==> config.mk <==
export PLATFORM = sky130hd
export DESIGN_NAME = mem_access_unit
export DESIGN_NICKNAME = d
export VERILOG_FILES = /design/src/rtl/cpu_pkg.sv /design/src/rtl/mem_lane_align.sv /design/src/rtl/mem_access_unit.sv
export SDC_FILE = /design/constraint.sdc
export NUM_CORES = 1
export LEC_CHECK = 0
export BUFFER_PORTS_ARGS = -buffer_cell sky130_fd_sc_hd__buf_2
export CAP_MARGIN = 20
export CORE_UTILIZATION = 45
export CTS_CLUSTER_SIZE = 30
export DETAILED_ROUTE_END_ITERATION = 6
export GPL_ROUTABILITY_DRIVEN = 0
export PLACE_DENSITY = 0.69
export SYNTH_ARGS = -nofsm -noshare
export SYNTH_HDL_FRONTEND = slang
export SYNTH_SLANG_ARGS = --single-unit
==> constraint.sdc <==
create_clock -name clk -period 5 [get_ports clk]
set_clock_uncertainty 0.2 [all_clocks]
set_input_delay 0.25 -clock clk [delete_from_list [all_inputs] [get_ports clk]]
set_output_delay 0.25 -clock clk [all_outputs]
set_load 0.1 [all_outputs]
==> src/rtl/cpu_pkg.sv <==
// Shared RV32I core definitions: datarw access codes, memory-stage FSM encoding
// and small decode helpers used by the memory access path.
package cpu_pkg;

  localparam logic [2:0] DRW_LB  = 3'b000;
  localparam logic [2:0] DRW_LH  = 3'b001;
  localparam logic [2:0] DRW_LBU = 3'b010;
  localparam logic [2:0] DRW_LHU = 3'b011;
  localparam logic [2:0] DRW_LW  = 3'b100;
  localparam logic [2:0] DRW_SB  = 3'b101;
  localparam logic [2:0] DRW_SH  = 3'b110;
  localparam logic [2:0] DRW_SW  = 3'b111;

  typedef enum logic [1:0] {
    ST_IDLE  = 2'd0,
    ST_BEAT0 = 2'd1,
    ST_BEAT1 = 2'd2,
    ST_FIN   = 2'd3
  } mau_state_t;

  // Access size in bytes (1, 2 or 4).
  function automatic logic [2:0] access_size(input logic [2:0] drw);
    case (drw)
      DRW_LB, DRW_LBU, DRW_SB: access_size = 3'd1;
      DRW_LH, DRW_LHU, DRW_SH: access_size = 3'd2;
      default:                 access_size = 3'd4;
    endcase
  endfunction

  function automatic logic is_store(input logic [2:0] drw);
    is_store = (drw == DRW_SB) || (drw == DRW_SH) || (drw == DRW_SW);
  endfunction

  function automatic logic is_unsigned(input logic [2:0] drw);
    is_unsigned = (drw == DRW_LBU) || (drw == DRW_LHU);
  endfunction

endpackage

==> src/rtl/mem_lane_align.sv <==
// Combinational byte-lane alignment: shifts store data/enables into a two-word window
// and extracts/extends load data from a two-word read buffer. No state, no handshake.
module mem_lane_align
  import cpu_pkg::*;
(
  input  logic [2:0]  datarw,
  input  logic [1:0]  off,
  input  logic [31:0] wdata,
  input  logic [55:0] rbuf,
  output logic [63:0] wide_data,
  output logic [7:0]  wide_be,
  output logic [31:0] load_data,
  output logic        spans
);

  logic [2:0]  size;
  logic [31:0] wmask;
  logic [3:0]  be_base;
  logic [31:0] shifted;

  always_comb begin
    size = access_size(datarw);
    case (size)
      3'd1:    begin wmask = 32'h0000_00FF; be_base = 4'b0001; end
      3'd2:    begin wmask = 32'h0000_FFFF; be_base = 4'b0011; end
      default: begin wmask = 32'hFFFF_FFFF; be_base = 4'b1111; end
    endcase

    spans     = ({2'b00, off} + {1'b0, size}) > 4'd4;
    wide_data = {32'h0, wdata & wmask} << {off, 3'b000};
    wide_be   = {4'h0, be_base} << off;

    // The highest start lane is 3, so byte 7 of the window is never reached.
    case (off)
      2'd0:    shifted = rbuf[31:0];
      2'd1:    shifted = rbuf[39:8];
      2'd2:    shifted = rbuf[47:16];
      default: shifted = rbuf[55:24];
    endcase

    case (size)
      3'd1:    load_data = is_unsigned(datarw) ? {24'h0, shifted[7:0]}
                                               : {{24{shifted[7]}}, shifted[7:0]};
      3'd2:    load_data = is_unsigned(datarw) ? {16'h0, shifted[15:0]}
                                               : {{16{shifted[15]}}, shifted[15:0]};
      default: load_data = shifted;
    endcase
  end

endmodule

==> src/rtl/mem_access_unit.sv <==
// RV32I memory stage: splits byte/half/word accesses into one or two word beats on a req/ack bus.
// Aligned access with immediate ack: start->done in 2 cycles; bus outputs hold until mem_ack.
module mem_access_unit
  import cpu_pkg::*;
#(
  parameter bit ALLOW_MISALIGNED = 1'b1
) (
  input  logic        clk,
  input  logic        reset,
  input  logic        start,
  input  logic [2:0]  datarw,
  input  logic [31:0] addr,
  input  logic [31:0] wdata,
  output logic        busy,
  output logic        done,
  output logic        err,
  output logic [31:0] rdata,
  output logic        mem_req,
  output logic        mem_we,
  output logic [3:0]  mem_be,
  output logic [31:0] mem_addr,
  output logic [31:0] mem_wdata,
  input  logic        mem_ack,
  input  logic [31:0] mem_rdata
);

  mau_state_t  state, state_nxt;
  logic [2:0]  drw_q, drw_nxt;
  logic [1:0]  off_q, off_nxt;
  logic [31:0] wdata_q, wdata_nxt;
  logic [31:0] w0_q, w0_nxt;

  logic        busy_nxt, done_nxt, err_nxt, req_nxt, we_nxt;
  logic [3:0]  be_nxt;
  logic [31:0] addr_nxt, wd_nxt, rdata_nxt;

  logic [2:0]  sel_drw;
  logic [1:0]  sel_off;
  logic [31:0] sel_wdata;
  logic [55:0] rbuf;
  logic [63:0] wide_data;
  logic [7:0]  wide_be;
  logic [31:0] load_data;
  logic        spans;
  logic        ack;

  // In IDLE the aligner sees the incoming request so beat 0 can be registered at acceptance.
  assign sel_drw   = (state == ST_IDLE) ? datarw      : drw_q;
  assign sel_off   = (state == ST_IDLE) ? addr[1:0]   : off_q;
  assign sel_wdata = (state == ST_IDLE) ? wdata       : wdata_q;
  assign rbuf      = (state == ST_BEAT1) ? {mem_rdata[23:0], w0_q} : {24'h0, mem_rdata};
  assign ack       = mem_req && mem_ack;

  mem_lane_align u_align (
    .datarw    (sel_drw),
    .off       (sel_off),
    .wdata     (sel_wdata),
    .rbuf      (rbuf),
    .wide_data (wide_data),
    .wide_be   (wide_be),
    .load_data (load_data),
    .spans     (spans)
  );

  always_comb begin
    state_nxt = state;
    drw_nxt   = drw_q;
    off_nxt   = off_q;
    wdata_nxt = wdata_q;
    w0_nxt    = w0_q;
    busy_nxt  = busy;
    done_nxt  = 1'b0;
    err_nxt   = 1'b0;
    req_nxt   = mem_req;
    we_nxt    = mem_we;
    be_nxt    = mem_be;
    addr_nxt  = mem_addr;
    wd_nxt    = mem_wdata;
    rdata_nxt = rdata;

    case (state)
      ST_IDLE: begin
        if (start) begin
          drw_nxt   = datarw;
          off_nxt   = addr[1:0];
          wdata_nxt = wdata;
          busy_nxt  = 1'b1;
          if (spans && !ALLOW_MISALIGNED) begin
            state_nxt = ST_FIN;
            done_nxt  = 1'b1;
            err_nxt   = 1'b1;
          end else begin
            state_nxt = ST_BEAT0;
            req_nxt   = 1'b1;
            we_nxt    = is_store(datarw);
            be_nxt    = is_store(datarw) ? wide_be[3:0] : 4'hF;
            addr_nxt  = {addr[31:2], 2'b00};
            wd_nxt    = is_store(datarw) ? wide_data[31:0] : 32'h0;
          end
        end
      end
      ST_BEAT0: begin
        if (ack) begin
          w0_nxt = mem_rdata;
          if (spans) begin
            state_nxt = ST_BEAT1;
            addr_nxt  = mem_addr + 32'd4;
            be_nxt    = is_store(drw_q) ? wide_be[7:4] : 4'hF;
            wd_nxt    = is_store(drw_q) ? wide_data[63:32] : 32'h0;
          end else begin
            state_nxt = ST_FIN;
            req_nxt   = 1'b0;
            done_nxt  = 1'b1;
            if (!is_store(drw_q)) rdata_nxt = load_data;
          end
        end
      end
      ST_BEAT1: begin
        if (ack) begin
          state_nxt = ST_FIN;
          req_nxt   = 1'b0;
          done_nxt  = 1'b1;
          if (!is_store(drw_q)) rdata_nxt = load_data;
        end
      end
      default: begin
        state_nxt = ST_IDLE;
        busy_nxt  = 1'b0;
      end
    endcase
  end

  always_ff @(posedge clk) begin
    if (reset) begin
      state     <= ST_IDLE;
      drw_q     <= 3'h0;
      off_q     <= 2'h0;
      wdata_q   <= 32'h0;
      w0_q      <= 32'h0;
      busy      <= 1'b0;
      done      <= 1'b0;
      err       <= 1'b0;
      mem_req   <= 1'b0;
      mem_we    <= 1'b0;
      mem_be    <= 4'h0;
      mem_addr  <= 32'h0;
      mem_wdata <= 32'h0;
      rdata     <= 32'h0;
    end else begin
      state     <= state_nxt;
      drw_q     <= drw_nxt;
      off_q     <= off_nxt;
      wdata_q   <= wdata_nxt;
      w0_q      <= w0_nxt;
      busy      <= busy_nxt;
      done      <= done_nxt;
      err       <= err_nxt;
      mem_req   <= req_nxt;
      mem_we    <= we_nxt;
      mem_be    <= be_nxt;
      mem_addr  <= addr_nxt;
      mem_wdata <= wd_nxt;
      rdata     <= rdata_nxt;
    end
  end

endmodule

== After elaboration in Yosys (flattened, before gate mapping) ==
Cells that the tools add are included.
W data, S select, Z words.

* Register bits after elaboration: 175
* Input port bits: 103
* Output and inout bits: 105
* Logic and storage cells: 111

* Add/subtract/negate cells: 2
* Order comparisons: 1
* Equality and inequality tests: 22
* Shifts and indexed selects: 2
* Muxes and demuxes: 47
* Bitwise operators: 2
* Reduce and logical (&&, ||, !) cells: 22

{| class="wikitable"
|+ Operator list
! kind !! count
|-
| $mux W32 || 15
|-
| $pmux W32 S2 || 5
|-
| $pmux W32 S3 || 1
|-
| $shl A32 B5 Y64 || 1
|-
| $mux W56 || 1
|-
| $add A32 B3 Y32 const B || 1
|-
| $and A32 B32 Y32 || 1
|-
| $eq A3 B3 Y1 const B || 8
|-
| $mux W4 || 5
|-
| $pmux W4 S2 || 2
|-
| $ne A2 B2 Y1 const B || 5
|-
| $eq A3 B2 Y1 const B || 3
|-
| $mux W1 || 8
|-
| $mux W2 || 4
|-
| $reduce_and A4 Y1 || 2
|-
| $shl A4 B2 Y8 || 1
|-
| $eq A3 B1 Y1 const B || 2
|-
| $pmux W2 S3 || 1
|-
| $pmux W3 S2 || 1
|-
| $reduce_and A2 Y1 || 3
|-
| $reduce_or A3 Y1 || 2
|-
| $logic_or A1 B1 Y1 || 5
|-
| $reduce_and A5 Y1 || 1
|-
| $add A2 B3 Y4 || 1
|-
| 14 further kinds || 19
|}

== Depth between registers and ports, before layout ==
* Word-level depth: 13
* Mapped depth: 19

== By module ==
Synthesis repeated with hierarchy kept, for this count alone.

* Cells, all modules: 1248
* Area, all modules: 10395.0 um^2

{| class="wikitable"
|+ Modules (own cells, without submodules)
! module !! instances !! cells each !! area an instance (um^2)
|-
| mem_access_unit || 1 || 992 || 8242.9
|-
| mem_lane_align || 1 || 256 || 2152.1
|}

== Worst setup path before layout ==
No wires, ideal clock.

* Path type: reg-to-reg
* Start point: reg state[0]
* End point: reg mem_addr[15]
* Library setup time: 86 ps
* Arrival: 4184 ps
* Data required time: 4714 ps
* Setup slack: 530 ps
* Stages on the path, launching flop included: 20
* Buffers on the path: 5
* Period minus slack after synthesis: 4470 ps
* Path through: dfxtp_1 -> inv_1 -> ha_1 -> buf_6 -> buf_4 -> buf_1 -> nor2_1 -> a31oi_1 -> inv_1 -> ha_1 -> nor2_1 -> ha_1 -> fa_1 -> or2_2 -> a22o_1 -> a31oi_1 -> nor2_1 -> buf_2 -> buf_1 -> a211oi_1

* Cells in the longest elaborated chain, start to end: 9
* Elaborated cells between the ends (all ways): 21
* Those cells by class: add/sub (1); order compare (1); eq/ne (9); mux (4); reduce/logical (6)

{| class="wikitable"
|+ RTL lines
! item !! line !! source
|-
| start: declaration || mem_access_unit.sv:27 || <nowiki>mau_state_t state, state_nxt;</nowiki>
|-
| start signal: assignment || mem_access_unit.sv:150 || <nowiki>state <= state_nxt;</nowiki>
|-
| $logic_not A2 Y1 || mem_access_unit.sv:48, mem_access_unit.sv:49, mem_access_unit.sv:81 ||
|-
| $mux W3 || mem_access_unit.sv:48 || <nowiki>assign sel_drw = (state == ST_IDLE) ? datarw : drw_q;</nowiki>
|-
| $eq A3 B1 Y1, or another cell as far along || cpu_pkg.sv:23 || <nowiki>case (drw)</nowiki>
|-
| $reduce_or A3 Y1 || cpu_pkg.sv:23 ||
|-
| $pmux W3 S2 || cpu_pkg.sv:23 ||
|-
| $add A2 B3 Y4 || mem_lane_align.sv:29 || <nowiki>spans = ({2'b00, off} + {1'b0, size}) > 4'd4;</nowiki>
|-
| $gt A4 B3 Y1 || mem_lane_align.sv:29 ||
|-
| $ne A2 B2 Y1 (no source line) || - ||
|-
| $reduce_and A4 Y1 (no source line) || - ||
|-
| end signal: assignment || mem_access_unit.sv:161 || <nowiki>mem_addr <= addr_nxt;</nowiki>
|-
| end: declaration || mem_access_unit.sv:21 || <nowiki>output logic [31:0] mem_addr,</nowiki>
|}

Parallel ways exist; a longest one is shown, timed or not.
A chain may end at the register's enable or synchronous reset.

== Worst setup path after layout ==
* Start point: reg state[0]
* End point: reg mem_wdata[2]

* Cells in the longest elaborated chain, start to end: 13
* Elaborated cells between the ends (all ways): 32
* Those cells by class: add/sub (1); order compare (1); eq/ne (11); shift (1); mux (11); bitwise (1); reduce/logical (6)

{| class="wikitable"
|+ RTL lines
! item !! line !! source
|-
| $logic_not A2 Y1 || - ||
|-
| $mux W3 || mem_access_unit.sv:48 ||
|-
| $eq A3 B1 Y1, or another cell as far along || cpu_pkg.sv:23 ||
|-
| $reduce_or A3 Y1 || cpu_pkg.sv:23 ||
|-
| $pmux W3 S2 || cpu_pkg.sv:23 ||
|-
| $eq A3 B2 Y1 or $eq A3 B1 Y1 (tied branches) || mem_lane_align.sv:23 || <nowiki>case (size)</nowiki>
|-
| $pmux W32 S2 || mem_lane_align.sv:23 ||
|-
| $and A32 B32 Y32 || mem_lane_align.sv:30 || <nowiki>wide_data = {32'h0, wdata & wmask} << {off, 3'b000};</nowiki>
|-
| $shl A32 B5 Y64 || mem_lane_align.sv:30 ||
|-
| $mux W32 || mem_access_unit.sv:109 || <nowiki>wd_nxt = is_store(drw_q) ? wide_data[63:32] : 32'h0;</nowiki>
|-
| $mux W32 || mem_access_unit.sv:105 || <nowiki>if (spans) begin</nowiki>
|-
| $mux W32 || mem_access_unit.sv:103 || <nowiki>if (ack) begin</nowiki>
|-
| $pmux W32 S2 || mem_access_unit.sv:81 || <nowiki>case (state)</nowiki>
|-
| end signal: assignment || mem_access_unit.sv:162 || <nowiki>mem_wdata <= wd_nxt;</nowiki>
|-
| end: declaration || mem_access_unit.sv:22 || <nowiki>output logic [31:0] mem_wdata,</nowiki>
|}

Parallel ways exist; a longest one is shown, timed or not. The select of a mux whose other input is x is not followed.

==> metrics <==
most used flip-flop cell after synthesis dfxtp_1; R2R cell count 15; final WL 34.0 mm; Final Hold Viols 0; Fin Setup TNS 0 ns; Worst Path Required approximately 5.1 ns; die width 151 um; routed len/inst 18.9 um; initial antenna violation count 1; CP Class reg -> reg; worst reg-to-reg setup slack slightly below 0.7 ns; total grt overflow 0; Final Hold Slack 0.0103 ns; Compound-Gate Fraction of Synth Area ~28%; Yosys top cell area share about a third; Peak Freq 232 MHz; die area 22900 um2; min Tclk post-route 4.31 ns; Fillers just over 2k; Max Slew Vio Count 0; Synth Area in Simple Gates 19.5%; post-route ant nets 0; share of cells above drive strength 1 a little over a fifth; Worst Path Arrival 4.39 ns; Root Buffer clkbuf_16; Worst setup EP type flop; Hold Crit Endpoint mem_addr[17]; setup ws final a little under 0.7 ns; Hold WC Path Type in -> reg; Final Net Count ~1.6k; Post-synth EDFFs 0; Worst setup SP type flop; Setup Buffers After CTS 0; # DRC 0; pre-CTS setup slack 0.750 ns; Syn Area/Cell about 7.8 um2; Hold Path Stages 3; drt via density 5.99; measured slew at the worst slew-check pin 1.01 ns; Max clock buf depth 2; CP Max Fanout 46; outcome completed; Final Setup Violations 0; post-cts sizing count 0; H-tree levels 4; Iter 0 DRT Violations roughly 1.0k; number of port buffers 204; pin count of the biggest net entering global routing 94; worst flop-to-flop path endpoint mem_wdata[2]; clk_lat worst skew 0.42 ns; mux cell area share after synthesis around 10%; Starting Density roughly 46%; DRT Pass-1 Iters 5; post-synth cell types 69; unrepaired setup endpoints after global routing false; All-Layer GR Usage between 20 and 30%; P&R area growth vs syn 25.6%; Synth Warn # 0; Adder-Cell Fraction of Synth Area 1.57%; Final HPWL DP 23.1 mm; Core Rows 54; core area 21900 um2; cell area after synthesis 10100 um2; cts bufs inserted 17; #FFs+latches synth 173; vias in the first global route 9508; synth top area cells dfxtp_1 (34%), nand2_1 (9.0%), a21oi_1 (6.9%); fin crit share between 80 and 90%; relative slew slack 32.7%; CTS tree done; via count 10.8k; ys async rst share 0%; xor and xnor area share after synthesis 0.0871%; Ports 208; CTS clk-pin slew, worst paths 0.07 ns; Mapped Cells roughly 1.3k; HP Start addr[17]; largest family of logic cells by synthesized area compound AO/OA/AOI/OAI gates; die height 151 um; first-pass GRT wire length 52.9 mm; CTS Sinks ~170; dominant cell type by area after synthesis dfxtp_1; sequential area share after synthesis 34.5%; max-cap check violation count 0; Reg2Reg Launch Point state[0]
-- synthesized netlist by cell type (4+ instances only) --
| cell type | count |
|---|---|
| o22ai_1 | 30 |
| o21a_1 | 6 |
| mux2i_1 | 51 |
| o32ai_1 | 7 |
| buf_2 | 22 |
| inv_1 | 22 |
| nor4_1 | 6 |
| clkbuf_1 | 80 |
| a311oi_1 | 33 |
| o41ai_1 | 4 |
| and2_1 | 4 |
| o221ai_1 | 7 |
| a32o_1 | 5 |
| or4_1 | 6 |
| a311o_1 | 6 |
| o31ai_1 | 25 |
| nand4_1 | 12 |
| o21ai_0 | 52 |
| mux4_2 | 8 |
| buf_1 | 16 |
| and3_1 | 12 |
| a22o_1 | 5 |
| nor2_1 | 57 |
| nand3_1 | 52 |
| a211oi_1 | 41 |
| or2_2 | 10 |
| nand3b_1 | 5 |
| dfxtp_1 | 173 |
| nand2_1 | 240 |
| ha_1 | 11 |
| nor2b_1 | 5 |
| a2111oi_0 | 4 |
| mux2_2 | 26 |
| a31oi_1 | 40 |
| buf_4 | 6 |
| or3_1 | 10 |
| nor3_1 | 10 |
| a21oi_1 | 138 |
-- registers in the layout (all words and copies together) (netlist names) --
signal	flops
done	1
mem_be	4
mem_req	1
mem_we	1
rdata	32
w0_q	32
busy	1
wdata_q	32
mem_wdata	32
state	2
drw_q	3
mem_addr	30
off_q	2
-- through the flow --
step	std cells	utilization (%)	area, um2
detailed placement	1677	50.9	11100
finish	1800	57.7	12600
CTS	1798	57.5	12600
global route	1800	57.7	12600
global placement	1677	50.9	11100
floorplan	1295	-	10100
-- routing by layer --
metal  track usage (%)  share of wire (%)  up-vias
met4              6.55                1.2        0
met1              43.9                 47     5026
met5                 0                  0        -
met2              42.8                 43      518
li1                  -                  -     5203
met3              5.66                9.3       33
-- worst max-delay path by stage --
stage | from | endpoint | slack, ns
5_1_grt | state[0] | mem_addr[15] | 0.39
3_3_place_gp | state[0] | mem_wdata[17] | 0.90
6_report | state[0] | mem_wdata[2] | 0.69
4_1_cts | state[0] | mem_wdata[2] | 0.75
2_1_floorplan | state[0] | mem_addr[15] | 0.53
3_5_place_dp | state[0] | mem_wdata[2] | 0.75
-- cells in the final DEF, fill, tap and decap left out, types with 7 or more instances in the layout --
| cell | count |
|---|---|
| dlygate4sd3_1 | 89 |
| or3_1 | 10 |
| nor3_1 | 10 |
| a21oi_1 | 137 |
| nand2_1 | 240 |
| mux2_2 | 26 |
| a211oi_1 | 41 |
| a311oi_1 | 33 |
| o221ai_1 | 7 |
| nor2_1 | 55 |
| clkbuf_16 | 17 |
| a31oi_1 | 40 |
| inv_1 | 21 |
| and3_1 | 12 |
| or2_2 | 10 |
| nand4_1 | 12 |
| dfxtp_1 | 173 |
| o32ai_1 | 7 |
| nand3_1 | 52 |
| mux4_2 | 8 |
| buf_4 | 25 |
| mux2i_1 | 50 |
| ha_1 | 9 |
| o21ai_0 | 51 |
| o22ai_1 | 29 |
| o31ai_1 | 25 |
| buf_2 | 203 |
-- cell type report --
type                       count  area (um2)  area share [%]
antenna                        1        2.50          0.0198
tap                          280         350            2.78
multi-input combinational    973        6030            47.8
clock inverter                12         110           0.872
timing repair buffer         318        2120            16.8
inverter                      23        86.3           0.684
sequential                   173        3460            27.4
clock buffer                  20         457            3.62
-- critical path, stage by stage (launching register included) --
cell and delay [ns]:
dfxtp_1 0.34, inv_1 0.09, ha_2 0.29, nor2_1 0.09, a31oi_1 0.31, inv_1 0.14, ha_1 0.28, nor2_1 0.12
ha_1 0.19, fa_1 0.41, or2_2 0.31, a22oi_1 0.45, o21ai_4 0.11, buf_4 0.32, nand3_1 0.34, o22ai_1 0.14
-- cell families after synthesis --
kind of cell    Yosys count
simple gates            438
compound gates          433
flops                   173
buf+inv                 149
mux                      86
fa+ha+maj                12
other cells               1
xor+xnor                  1
-- repair_timing --
| action | CTS | global route |
|---|---|---|
| hold endpoints to repair | 89 | 0 |
| hold buffers | 89 | 0 |
| setup endpoints to repair | 0 | 0 |
Power is not shown: default switching activity piles up to over one toggle a cycle in this logic, so the estimate is an artifact.
